### config.mk
export PLATFORM = sky130hd
export DESIGN_NAME = segment_2x7_rx
export DESIGN_NICKNAME = d
export VERILOG_FILES = /design/src/rtl/seg7_pkg.sv /design/src/rtl/seg7_sync.sv /design/src/rtl/segment_2x7_rx.sv
export SDC_FILE = /design/constraint.sdc
export NUM_CORES = 1
export LEC_CHECK = 0
export ABC_AREA = 1
export BUFFER_PORTS_ARGS = -buffer_cell sky130_fd_sc_hd__buf_4
export CORE_MARGIN = 3
export CORE_UTILIZATION = 39
export CTS_CLUSTER_SIZE = 12
export DETAILED_ROUTE_END_ITERATION = 10
export GPL_ROUTABILITY_DRIVEN = 0
export HOLD_SLACK_MARGIN = 0.15
export PLACE_DENSITY_LB_ADDON = 0.25
export REMOVE_ABC_BUFFERS = 1
export SLEW_MARGIN = 15
export SYNTH_ARGS = -nofsm -noshare
export SYNTH_HDL_FRONTEND = slang
export SYNTH_SLANG_ARGS = --single-unit
### constraint.sdc
create_clock -name clk -period 2 [get_ports clk]
set_input_delay 0.1 -clock clk [delete_from_list [all_inputs] [get_ports clk]]
set_output_delay 0.1 -clock clk [all_outputs]
set_load 0.01 [all_outputs]
### src/rtl/seg7_pkg.sv
// ============================================================================
// Module : seg7_pkg
// Brief  : Shared 7-segment glyph table and encode/decode helpers for 2x7 PMOD
// Rev    : 1.0  initial release
// ============================================================================
`default_nettype none

package seg7_pkg;

  localparam int SEG_W = 7;

  typedef enum logic {
    PH_SETTLE  = 1'b0,
    PH_SAMPLED = 1'b1
  } phase_e;

  // Active-low glyphs, bit order g..a; index is the hex nibble.
  localparam logic [15:0][SEG_W-1:0] SEG7_GLYPHS = {
    7'h0E, 7'h06, 7'h21, 7'h46, 7'h03, 7'h08, 7'h18, 7'h00,
    7'h78, 7'h02, 7'h12, 7'h19, 7'h30, 7'h24, 7'h79, 7'h40
  };

  function automatic logic [SEG_W-1:0] seg7_encode(input logic [3:0] nib);
    return SEG7_GLYPHS[nib];
  endfunction

  // Returns {ok, nibble}; ok=0 for any pattern outside the table.
  function automatic logic [4:0] seg7_decode(input logic [SEG_W-1:0] pat);
    logic [4:0] res;
    res = 5'b0;
    for (int i = 0; i < 16; i++) begin
      if (SEG7_GLYPHS[i] == pat) res = {1'b1, 4'(i)};
    end
    return res;
  endfunction

endpackage

`default_nettype wire

### src/rtl/seg7_sync.sv
// ============================================================================
// Module : seg7_sync
// Brief  : Parametrised multi-flop synchroniser for asynchronous inputs
// Rev    : 1.0  initial release
// ============================================================================
`default_nettype none

module seg7_sync #(
  parameter int WIDTH = 8,
  parameter int DEPTH = 2
) (
  input  logic             clk,
  input  logic             rst_n,
  input  logic [WIDTH-1:0] d_i,
  output logic [WIDTH-1:0] q_o
);

  logic [WIDTH-1:0] stage_q [DEPTH];

  always_ff @(posedge clk or negedge rst_n) begin
    if (!rst_n) stage_q[0] <= '0;
    else        stage_q[0] <= d_i;
  end

  generate
    for (genvar s = 1; s < DEPTH; s++) begin : g_stage
      always_ff @(posedge clk or negedge rst_n) begin
        if (!rst_n) stage_q[s] <= '0;
        else        stage_q[s] <= stage_q[s-1];
      end
    end
  endgenerate

  assign q_o = stage_q[DEPTH-1];

endmodule

`default_nettype wire

### src/rtl/segment_2x7_rx.sv
// ============================================================================
// Module : segment_2x7_rx
// Brief  : Receiver for 2-digit multiplexed 7-seg lines; recovers displayed byte
// Rev    : 1.0  initial release
// ============================================================================
`default_nettype none

module segment_2x7_rx
  import seg7_pkg::*;
#(
  parameter int SYNC_STAGES    = 2,
  parameter int SETTLE_CYCLES  = 4,
  parameter int TIMEOUT_CYCLES = 1024
) (
  input  logic             clk,
  input  logic             rst_n,
  input  logic [SEG_W-1:0] seg_in,
  input  logic             dig_sel,
  output logic [7:0]       number,
  output logic             number_valid,
  output logic             update,
  output logic             pattern_err
);

  localparam int SCNT_W = $clog2(SETTLE_CYCLES + 1);
  localparam int TCNT_W = $clog2(TIMEOUT_CYCLES);
  localparam logic [SCNT_W-1:0] SETTLE_LAST  = SCNT_W'(SETTLE_CYCLES - 1);
  localparam logic [TCNT_W-1:0] TIMEOUT_LAST = TCNT_W'(TIMEOUT_CYCLES - 1);

  logic [SEG_W:0]   sync_s;
  logic [SEG_W-1:0] seg_s;
  logic             dig_s;

  seg7_sync #(
    .WIDTH (SEG_W + 1),
    .DEPTH (SYNC_STAGES)
  ) u_sync (
    .clk   (clk),
    .rst_n (rst_n),
    .d_i   ({dig_sel, seg_in}),
    .q_o   (sync_s)
  );

  assign dig_s = sync_s[SEG_W];
  assign seg_s = sync_s[SEG_W-1:0];

  logic             dig_prev_q;
  logic [SEG_W-1:0] seg_prev_q;
  phase_e           state_q, state_d;
  logic [SCNT_W-1:0] scnt_q, scnt_d;
  logic [TCNT_W-1:0] tcnt_q, tcnt_d;
  logic [3:0]       low_q;
  logic             low_ok_q;
  logic [7:0]       number_q;
  logic             valid_q, update_q, perr_q;

  logic       dig_edge;
  logic       sample;
  logic       timeout;
  logic [4:0] dec;

  assign dig_edge = dig_s ^ dig_prev_q;
  assign timeout  = !dig_edge && (tcnt_q == TIMEOUT_LAST);
  assign dec      = seg7_decode(seg_s);

  always_ff @(posedge clk or negedge rst_n) begin
    if (!rst_n) begin
      state_q    <= PH_SETTLE;
      scnt_q     <= '0;
      tcnt_q     <= '0;
      dig_prev_q <= 1'b0;
      seg_prev_q <= '0;
    end else begin
      state_q    <= state_d;
      scnt_q     <= scnt_d;
      tcnt_q     <= tcnt_d;
      dig_prev_q <= dig_s;
      seg_prev_q <= seg_s;
    end
  end

  // A dig_sel edge restarts the phase and wins over a same-cycle sample.
  always_comb begin
    state_d = state_q;
    scnt_d  = scnt_q;
    sample  = 1'b0;
    if (dig_edge) begin
      state_d = PH_SETTLE;
      scnt_d  = '0;
    end else if (state_q == PH_SETTLE) begin
      if (seg_s == seg_prev_q) begin
        if (scnt_q == SETTLE_LAST) begin
          sample  = 1'b1;
          state_d = PH_SAMPLED;
          scnt_d  = '0;
        end else begin
          scnt_d = scnt_q + 1'b1;
        end
      end else begin
        scnt_d = '0;
      end
    end
  end

  always_comb begin
    tcnt_d = tcnt_q;
    if (dig_edge)                  tcnt_d = '0;
    else if (tcnt_q != TIMEOUT_LAST) tcnt_d = tcnt_q + 1'b1;
  end

  always_ff @(posedge clk or negedge rst_n) begin
    if (!rst_n) begin
      low_q    <= '0;
      low_ok_q <= 1'b0;
      number_q <= '0;
      valid_q  <= 1'b0;
      update_q <= 1'b0;
      perr_q   <= 1'b0;
    end else begin
      update_q <= 1'b0;
      perr_q   <= 1'b0;
      if (timeout) valid_q <= 1'b0;
      if (sample) begin
        if (!dec[4]) begin
          perr_q <= 1'b1;
          if (dig_s) low_ok_q <= 1'b0;
        end else if (dig_s) begin
          low_q    <= dec[3:0];
          low_ok_q <= 1'b1;
        end else if (low_ok_q) begin
          // High nibble closes the pair; commit pulses even for a repeated value.
          number_q <= {dec[3:0], low_q};
          update_q <= 1'b1;
          valid_q  <= 1'b1;
          low_ok_q <= 1'b0;
        end
      end
    end
  end

  assign number       = number_q;
  assign number_valid = valid_q;
  assign update       = update_q;
  assign pattern_err  = perr_q;

endmodule

`default_nettype wire

==> results.md, run 1 <==
- Outcome: finished clean
- Number of enable flip-flop cells after synthesis: 0
- Detailed Routing Iterations Pass 1: 4
- Clock buffer depth: 2
- Total track usage: 0.132
- Setup TNS: 0 ns
- CP arrival: 1.94 ns
- Worst supply voltage drop on vdd: 0.521 mV
- Die Ht: ~85 µm
- Yosys Warn Count: 0
- NetSw: 0.488 mW
- Commonest non-fill, non-tap cell in the layout: nand2_1
- Slew @ Worst Pin: 0.652 ns
- Fraction of registers with async set/reset: 1.00
- Area leader, netlist: dfrtp_1
- Leak: approximately 1.6 nW
- FF-to-FF Start: u_sync.q_o[4]$_DFF_PN0_
- Die width: 84.9 µm
- Clk_lat worst skew: 0.30 ns
- FF/Latch Area: between 1000 and 1500 µm²
- DP Cell Count: 380
- Synth top area cells: dfrtp_1 (56%), nand2_1 (18%), nor2_1 (4.3%), inv_1 (2.9%), nand3_1 (2.3%)
- Int Pwr: 1.57 mW
- Critical Path Fanout Max: 9
- FF+latch count, synth: 54
- Max stage delay on crit path: 0.45 ns
- Fin. Hold Viols: 0
- Total clock sinks: between 50 and 60
- H-Tree Depth: 2
- Fill cells: 571
- Slowest CP cell: dfrtp_1
- Die Area: 7210 µm²
- I/O pin count: 21
- Combinational power share: 0.074
- Routed Antenna Nets: 0
- Core box area: 5990 µm²
- Final Util: 0.481
- Drt wl/cell: 10.6 µm
- Switch share: 0.237
- IO Port Bufs: 20
- Fmax: 0.575 GHz
- Clk slew on worst S/H paths: 0.10 ns
- Final setup skew: roughly 0.0042 ns
- Via count: ~1900
- Hold slack final: 0.352 ns
- Synth Cell Area: 2430 µm²
- Diode count: 0
- Area delta synth->final: 18.5%
- Worst hold path class: in2async
- DRC: 0
- Initial Utilization: 0.405
- Via density per instance: 4.66
- Cell Count, Final, Fillers Out: 397
- Crit path kind: reg2reg
- Clk Tree Root Cell: clkbuf_8
- Sequential area share after synthesis: 0.556
- Multi-input gate area in the final layout: 972 µm²
- Max-slew headroom: 0.565
- First-pass GRT wire length: between 7 and 8 mm
- Share of layout cells above drive strength 1: 0.168
- Drt total wl: roughly 4.2 mm
- Power share of the clock group: 0.363
- Commonest cells after routing, fill and taps aside: nand2_1 (117), dfrtp_1 (54), nor2_1 (28)
- Fin crit period: roughly 1.7 ns
- Nets: 333
- Final Max Tran Viols: 0
- DRT iter0 DRCs: 69
- Top cell by count, worst path: nand2_1
- Hpwl dp: 3.08 mm
- Antenna violations before repair: 0
- Largest net degree at the start of global routing: 55
- CTS buffer count: 5
- Mean Syn Cell Area: 8.52 µm²
- Crit path cell chain: inv_2 -> nand2_1 -> nor2_2 -> nand2_1 -> nand2_1 -> nor2_2 -> nand2_2 -> inv_2 -> nand2_2 -> nand2_4 -> nand2_1 -> nand2_1
- CTS tree: built
- RSZ-0062 raised after global routing: false
- RR Endpoint: number[4]$_DFFE_PN0P_
- Share of the synthesized area in the top cell type: 0.556
- Post-Syn Instances: ~290
- FF-to-FF setup slack: 0.26 ns
- Final setup violation count: 0
- Final period util: 0.870
- Max-cap viol count: 0
- Cells on worst reg2reg path: 12
- Num rows: 28
- WP data required: between 2 and 2.5 ns
- P per Cell Area: between 700 and 800 nW/µm²
- Vias in the first global route: 1868
- Post-CTS sizing: 0
- Post-synth top flop: dfrtp_1
- Seq pwr share: 0.563
- Gr ovfl total: 0
- Worst setup EP type: flop
- Netlist cell types: 25
- Crit start category: flop
-- critical path: cells and delay by family (launching register included) --
family                 cells  cell delay (ns)
and+or+nand+nor           10             1.06
DFF                        1             0.45
buffers and inverters      2             0.12
-- worst max-delay path by stage --
stage | from | to | depth (start not counted)
after global routing | u_sync.q_o[4]$_DFF_PN0_ | number[4]$_DFFE_PN0P_ | 12
after global placement | u_sync.q_o[4]$_DFF_PN0_ | number[4]$_DFFE_PN0P_ | 12
after detailed placement | u_sync.q_o[4]$_DFF_PN0_ | number[4]$_DFFE_PN0P_ | 12
after CTS | u_sync.q_o[4]$_DFF_PN0_ | number[4]$_DFFE_PN0P_ | 12
after floorplan | u_sync.q_o[4]$_DFF_PN0_ | low_q[0]$_DFFE_PN0P_ | 12
final | u_sync.q_o[4]$_DFF_PN0_ | number[4]$_DFFE_PN0P_ | 12
-- kinds of logic (layout without fill, tap and decap cells) --
| kind of cell | after synthesis | in the layout | share of synthesized area |
|---|---|---|---|
| simple gates | 182 | 182 | 0.340 |
| buf+inv | 28 | 65 | 0.0433 |
| compound gates | 16 | 16 | 0.0397 |
| fa+ha+maj | 2 | 2 | 0.0103 |
| xor+xnor | 3 | 3 | 0.0108 |
| flops | 54 | 54 | 0.556 |
-- routing by layer --
| layer | vias up | GRT usage | routed length, µm |
|---|---|---|---|
| met5 | - | 0 | 0 |
| met4 | 0 | 0.0388 | 61 |
| met3 | 7 | 0.0291 | 125 |
| met2 | 28 | 0.221 | 1960 |
| met1 | 855 | 0.173 | 2070 |
| li1 | 962 | - | - |
-- per-stage QoR --
| stage | worst slack, ns | instance area [µm²] | power, mW |
|---|---|---|---|
| after floorplan | 0.534 | 2430 | 1.26 |
| after global placement | 0.296 | 2670 | 1.32 |
| after detailed placement | 0.261 | 2670 | 1.32 |
| after CTS | 0.244 | 2880 | 2.09 |
| after global routing | 0.0324 | 2880 | 2.15 |
| final | 0.260 | 2880 | 2.06 |
-- state kept, by name, indices dropped and copies added, names as in the netlist --
signal	cells
dig_prev_q	1
low_ok_q	1
low_q	4
number	8
number_valid	1
pattern_err	1
scnt_q	3
seg_prev_q	7
state_q	1
tcnt_q	10
u_sync.q_o	8
u_sync.stage_q	8
update	1
-- layout make-up --
class | count | area share
clock buffer | 5 | 0.0239
clock inverter | 3 | 0.0165
inverter | 28 | 0.0365
multi-input combinational | 203 | 0.338
sequential | 54 | 0.469
tap | 75 | 0.0326
timing repair buffer | 29 | 0.0834
-- power groups by stage --
stage	registers (mW)	logic [mW]	clock network (mW)
after CTS	1.16	0.156	0.772
after global routing	1.16	0.179	0.812
after detailed placement	1.18	0.142	0
after floorplan	1.17	0.0894	0
after global placement	1.18	0.140	0
final	1.16	0.152	0.746
-- repair_timing --
action | in CTS | in global routing
hold endpoints to repair | 62 | 0
hold buffers | 9 | 0
buffers inserted | 0 | 0
-- cells in the mapped netlist, types with 2 or more instances --
| cell type | count |
|---|---|
| nand2_1 | 117 |
| dfrtp_1 | 54 |
| nor2_1 | 28 |
| inv_1 | 19 |
| nand3_1 | 11 |
| inv_2 | 9 |
| a21oi_1 | 5 |
| nand2_2 | 5 |
| nor2_2 | 5 |
| nor3_1 | 5 |
| o21ai_0 | 5 |
| nand4_1 | 4 |
| xor2_1 | 3 |
| ha_1 | 2 |
| nor2_4 | 2 |
| nor2_8 | 2 |
Power figures use the tool's default switching activity.
==> inputs of run 2 (changes only) <==
--- a/config.mk
+++ b/config.mk
@@ -5,7 +5,6 @@
 export SDC_FILE = /design/constraint.sdc
 export NUM_CORES = 1
 export LEC_CHECK = 0
-export ABC_AREA = 1
 export BUFFER_PORTS_ARGS = -buffer_cell sky130_fd_sc_hd__buf_4
 export CORE_MARGIN = 3
 export CORE_UTILIZATION = 39
@@ -15,6 +14,7 @@
 export HOLD_SLACK_MARGIN = 0.15
 export PLACE_DENSITY_LB_ADDON = 0.25
 export REMOVE_ABC_BUFFERS = 1
+export SETUP_SLACK_MARGIN = 0.4
 export SLEW_MARGIN = 15
 export SYNTH_ARGS = -nofsm -noshare
 export SYNTH_HDL_FRONTEND = slang
==> run 2 against run 1 <==
Compared with the run above: the run now ends with negative setup slack left; flip-flop and latch count unchanged; clock power up 0.7%; power up 6.2%; sequential share of layout area down 7.6 points; register-to-register slack worse by 0.48 ns; first-iteration DRC count down 10%; core utilization up 9.5 points; synthesized cell count down 27%; die area up 0.86%; sequential power about the same; largest power group unchanged; highest routed layer unchanged.
==> results.md, run 2 <==
- Outcome: complete, but fails checks
- Failing checks: negative setup slack
- Share of layout cells above drive strength 1: 0.422
- CTS buffer count: 5
- Final period util: 1.11
- Num rows: 28
- WP data required: 2.20 ns
- H-Tree Depth: 2
- Final Util: 0.576
- Nets: slightly below 300
- Max reg flops: 10
- Critical Path Fanout Max: 6
- Routed Antenna Nets: 0
- IO Port Bufs: 20
- Clock buffer depth: 2
- First-pass GRT wire length: 8.51 mm
- P per Cell Area: 633 nW/µm²
- Worst supply voltage drop on vdd: approximately 0.34 mV
- Sequential area share after synthesis: 0.551
- Number of enable flip-flop cells after synthesis: 0
- Die Area: 7270 µm²
- Via density per instance: approximately 5.2
- Final setup margin: -0.221 ns
- Slowest CP cell: dfrtp_2
- Diode count: 0
- Fmax: 0.450 GHz
- NetSw: 0.537 mW
- Post-synth top flop: dfrtp_1
- Vias in the first global route: 1780
- Combinational power share: 0.125
- Antenna violations before repair: 0
- FF+latch count, synth: 54
- Crit path cell chain: buf_4 -> nor4_1 -> and4bb_1 -> o211ai_4 -> and3_4 -> buf_12 -> mux2_4
- DRT iter0 DRCs: 62
- Share of the synthesized area in the top cell type: 0.551
- Drt wl/cell: 14.8 µm
- Initial Utilization: 0.409
- Clk Tree Root Cell: clkbuf_8
- Fill cells: 466
- Drt total wl: approximately 5.3 mm
- Slew @ Worst Pin: 0.658 ns
- Largest net degree at the start of global routing: 55
- Hold slack final: ~0.35 ns
- Die width: between 80 and 90 µm
- Final setup skew: 0.00541 ns
- Largest Register: tcnt_q
- FF/Latch Area: 1360 µm²
- Cells on worst reg2reg path: 7
- Commonest non-fill, non-tap cell in the layout: buf_4
- Total track usage: 0.147
- Core box area: 5990 µm²
- Post-Syn Instances: 208
- Area leader, netlist: dfrtp_1
- Yosys Warn Count: 0
- Hpwl dp: 3.26 mm
- CP delay by family, top: simple AND/OR/NAND/NOR gates
- Crit start category: flop
- Commonest cells after routing, fill and taps aside: buf_4 (52), dfrtp_1 (49), nor2_1 (15)
- WP buf/inv: 2
- I/O pin count: 21
- Synth top cells by count: dfrtp_1 (54), nor2_1 (18), xor2_1 (13)
- Max-slew headroom: 0.561
- Max-cap viol count: 0
- Clk slew on worst S/H paths: 0.10 ns
- Int Pwr: about 1.6 mW
- DRC: 0
- Power, Total: 2.18 mW
- Mean Syn Cell Area: 11.8 µm²
- Seq pwr share: 0.531
- Detailed Routing Iterations Pass 1: 4
- Clk_lat worst skew: 0.31 ns
- Total clock sinks: 54
- Area delta synth->final: 40.8%
- Crit path kind: reg2reg
- Fin crit period: roughly 2.2 ns
- Synth top area cells: dfrtp_1 (55%), xor2_1 (4.6%), mux2_4 (3.7%), nor2_1 (2.8%), nand3_1 (1.8%)
- Critical Path Stages: 7
- Gr ovfl total: 0
- Multi-input gate area in the final layout: 1150 µm²
- Synth Cell Area: 2450 µm²
- Placement Setup Slack: -0.201 ns
- Worst hold path class: in2async
- Worst setup EP type: flop
- RSZ-0062 raised after global routing: true
- Via count: 1851
- Max stage delay on crit path: about 0.47 ns
- Netlist cell types: 52
- Switch share: 0.246
- Fraction of registers with async set/reset: 1.00
- Final Max Tran Viols: 0
- Fin. Hold Viols: 0
- Count leader, synth: dfrtp_1
- Power share of the clock group: 0.344
- CTS tree: built
- Die Ht: 85.3 µm
- CP arrival: 2.42 ns
- Final setup violation count: 10
- Leak: 1.57 nW
-- run 2: changes by cell type after synthesis, moves of 5 or more --
cell	previous run	this run
nor2_2	5	0
mux2_4	0	6
nand2_1	117	9
and3_1	0	7
nor2_1	28	18
inv_2	9	1
buf_2	0	7
xor2_1	3	13
inv_1	19	1
-- run 2: through the flow --
stage | area [µm²] | TNS (ns) | std cells
floorplan | 2370 | -2.39 | 195
CTS | 3220 | -1.37 | 346
finish | 3450 | -1.65 | 357
global route | 3450 | -2.60 | 357
global placement | 2860 | -1.71 | 321
detailed placement | 2860 | -1.51 | 321
-- run 2: path summary, 6_finish.rpt --
check / slack (ns) / to / startpoint
worst max-delay path: -0.22 / number[2]$_DFFE_PN0P_ / u_sync.q_o[1]$_DFF_PN0_
worst min-delay path: 0.35 / tcnt_q[6]$_DFFE_PN0N_ / rst_n
worst max register to register: -0.22 / number[2]$_DFFE_PN0P_ / u_sync.q_o[1]$_DFF_PN0_
worst min register to register: 0.36 / u_sync.q_o[3]$_DFF_PN0_ / u_sync.stage_q[11]$_DFF_PN0_
max in group asynchronous: 1.17 / u_sync.q_o[0]$_DFF_PN0_ / rst_n
min in group clk: 0.36 / u_sync.q_o[3]$_DFF_PN0_ / u_sync.stage_q[11]$_DFF_PN0_
-- run 2: cells by family after synthesis --
logic type	synth area share
buffers and inverters	0.0357
multiplexers	0.0500
flip-flops	0.551
XOR/XNOR	0.0674
adder cells (fa/ha/maj)	0.0102
AO/OA/AOI/OAI	0.0980
AND/OR/NAND/NOR	0.187
-- run 2: layer usage --
| layer | vias up | global-route usage | wire, µm |
|---|---|---|---|
| met3 | 12 | 0.0320 | 154 |
| met1 | 904 | 0.191 | 2330 |
| met4 | 0 | 0.0633 | 106 |
| li1 | 896 | - | - |
| met2 | 39 | 0.238 | 2700 |
| met5 | - | 0 | 0 |
-- run 2: area by class of cell --
class                           count  area share
Clock buffer                        5      0.0199
Clock inverter                      3      0.0141
Inverter                            2     0.00218
Timing Repair Buffer               79       0.210
Multi-Input combinational cell    139       0.334
Tap cell                           75      0.0272
Sequential cell                    54       0.393
-- run 2: worst register-to-register path, stage by stage, from the launching register on --
cell,delay (ns)
dfrtp_2,0.47
buf_4,0.17
nor4_1,0.30
and4bb_1,0.27
o211ai_4,0.22
and3_4,0.26
buf_12,0.13
mux2_4,0.30
-- run 2: timing repair --
action,in CTS,in global routing
endpoints found under the hold margin,62,0
pin swaps,10,13
hold buffers,9,0
endpoints found under the setup margin,18,20
setup buffers,8,9
gates resized for setup,24,26
gates cloned,0,2
-- run 2: power groups by stage --
stage / registers, mW / logic, mW / clock network, mW
3_3_place_gp: 1.18 / 0.193 / 0
5_1_grt: 1.17 / 0.298 / 0.817
4_1_cts: 1.15 / 0.228 / 0.781
6_report: 1.16 / 0.272 / 0.751
3_5_place_dp: 1.18 / 0.194 / 0
2_1_floorplan: 1.18 / 0.0814 / 0
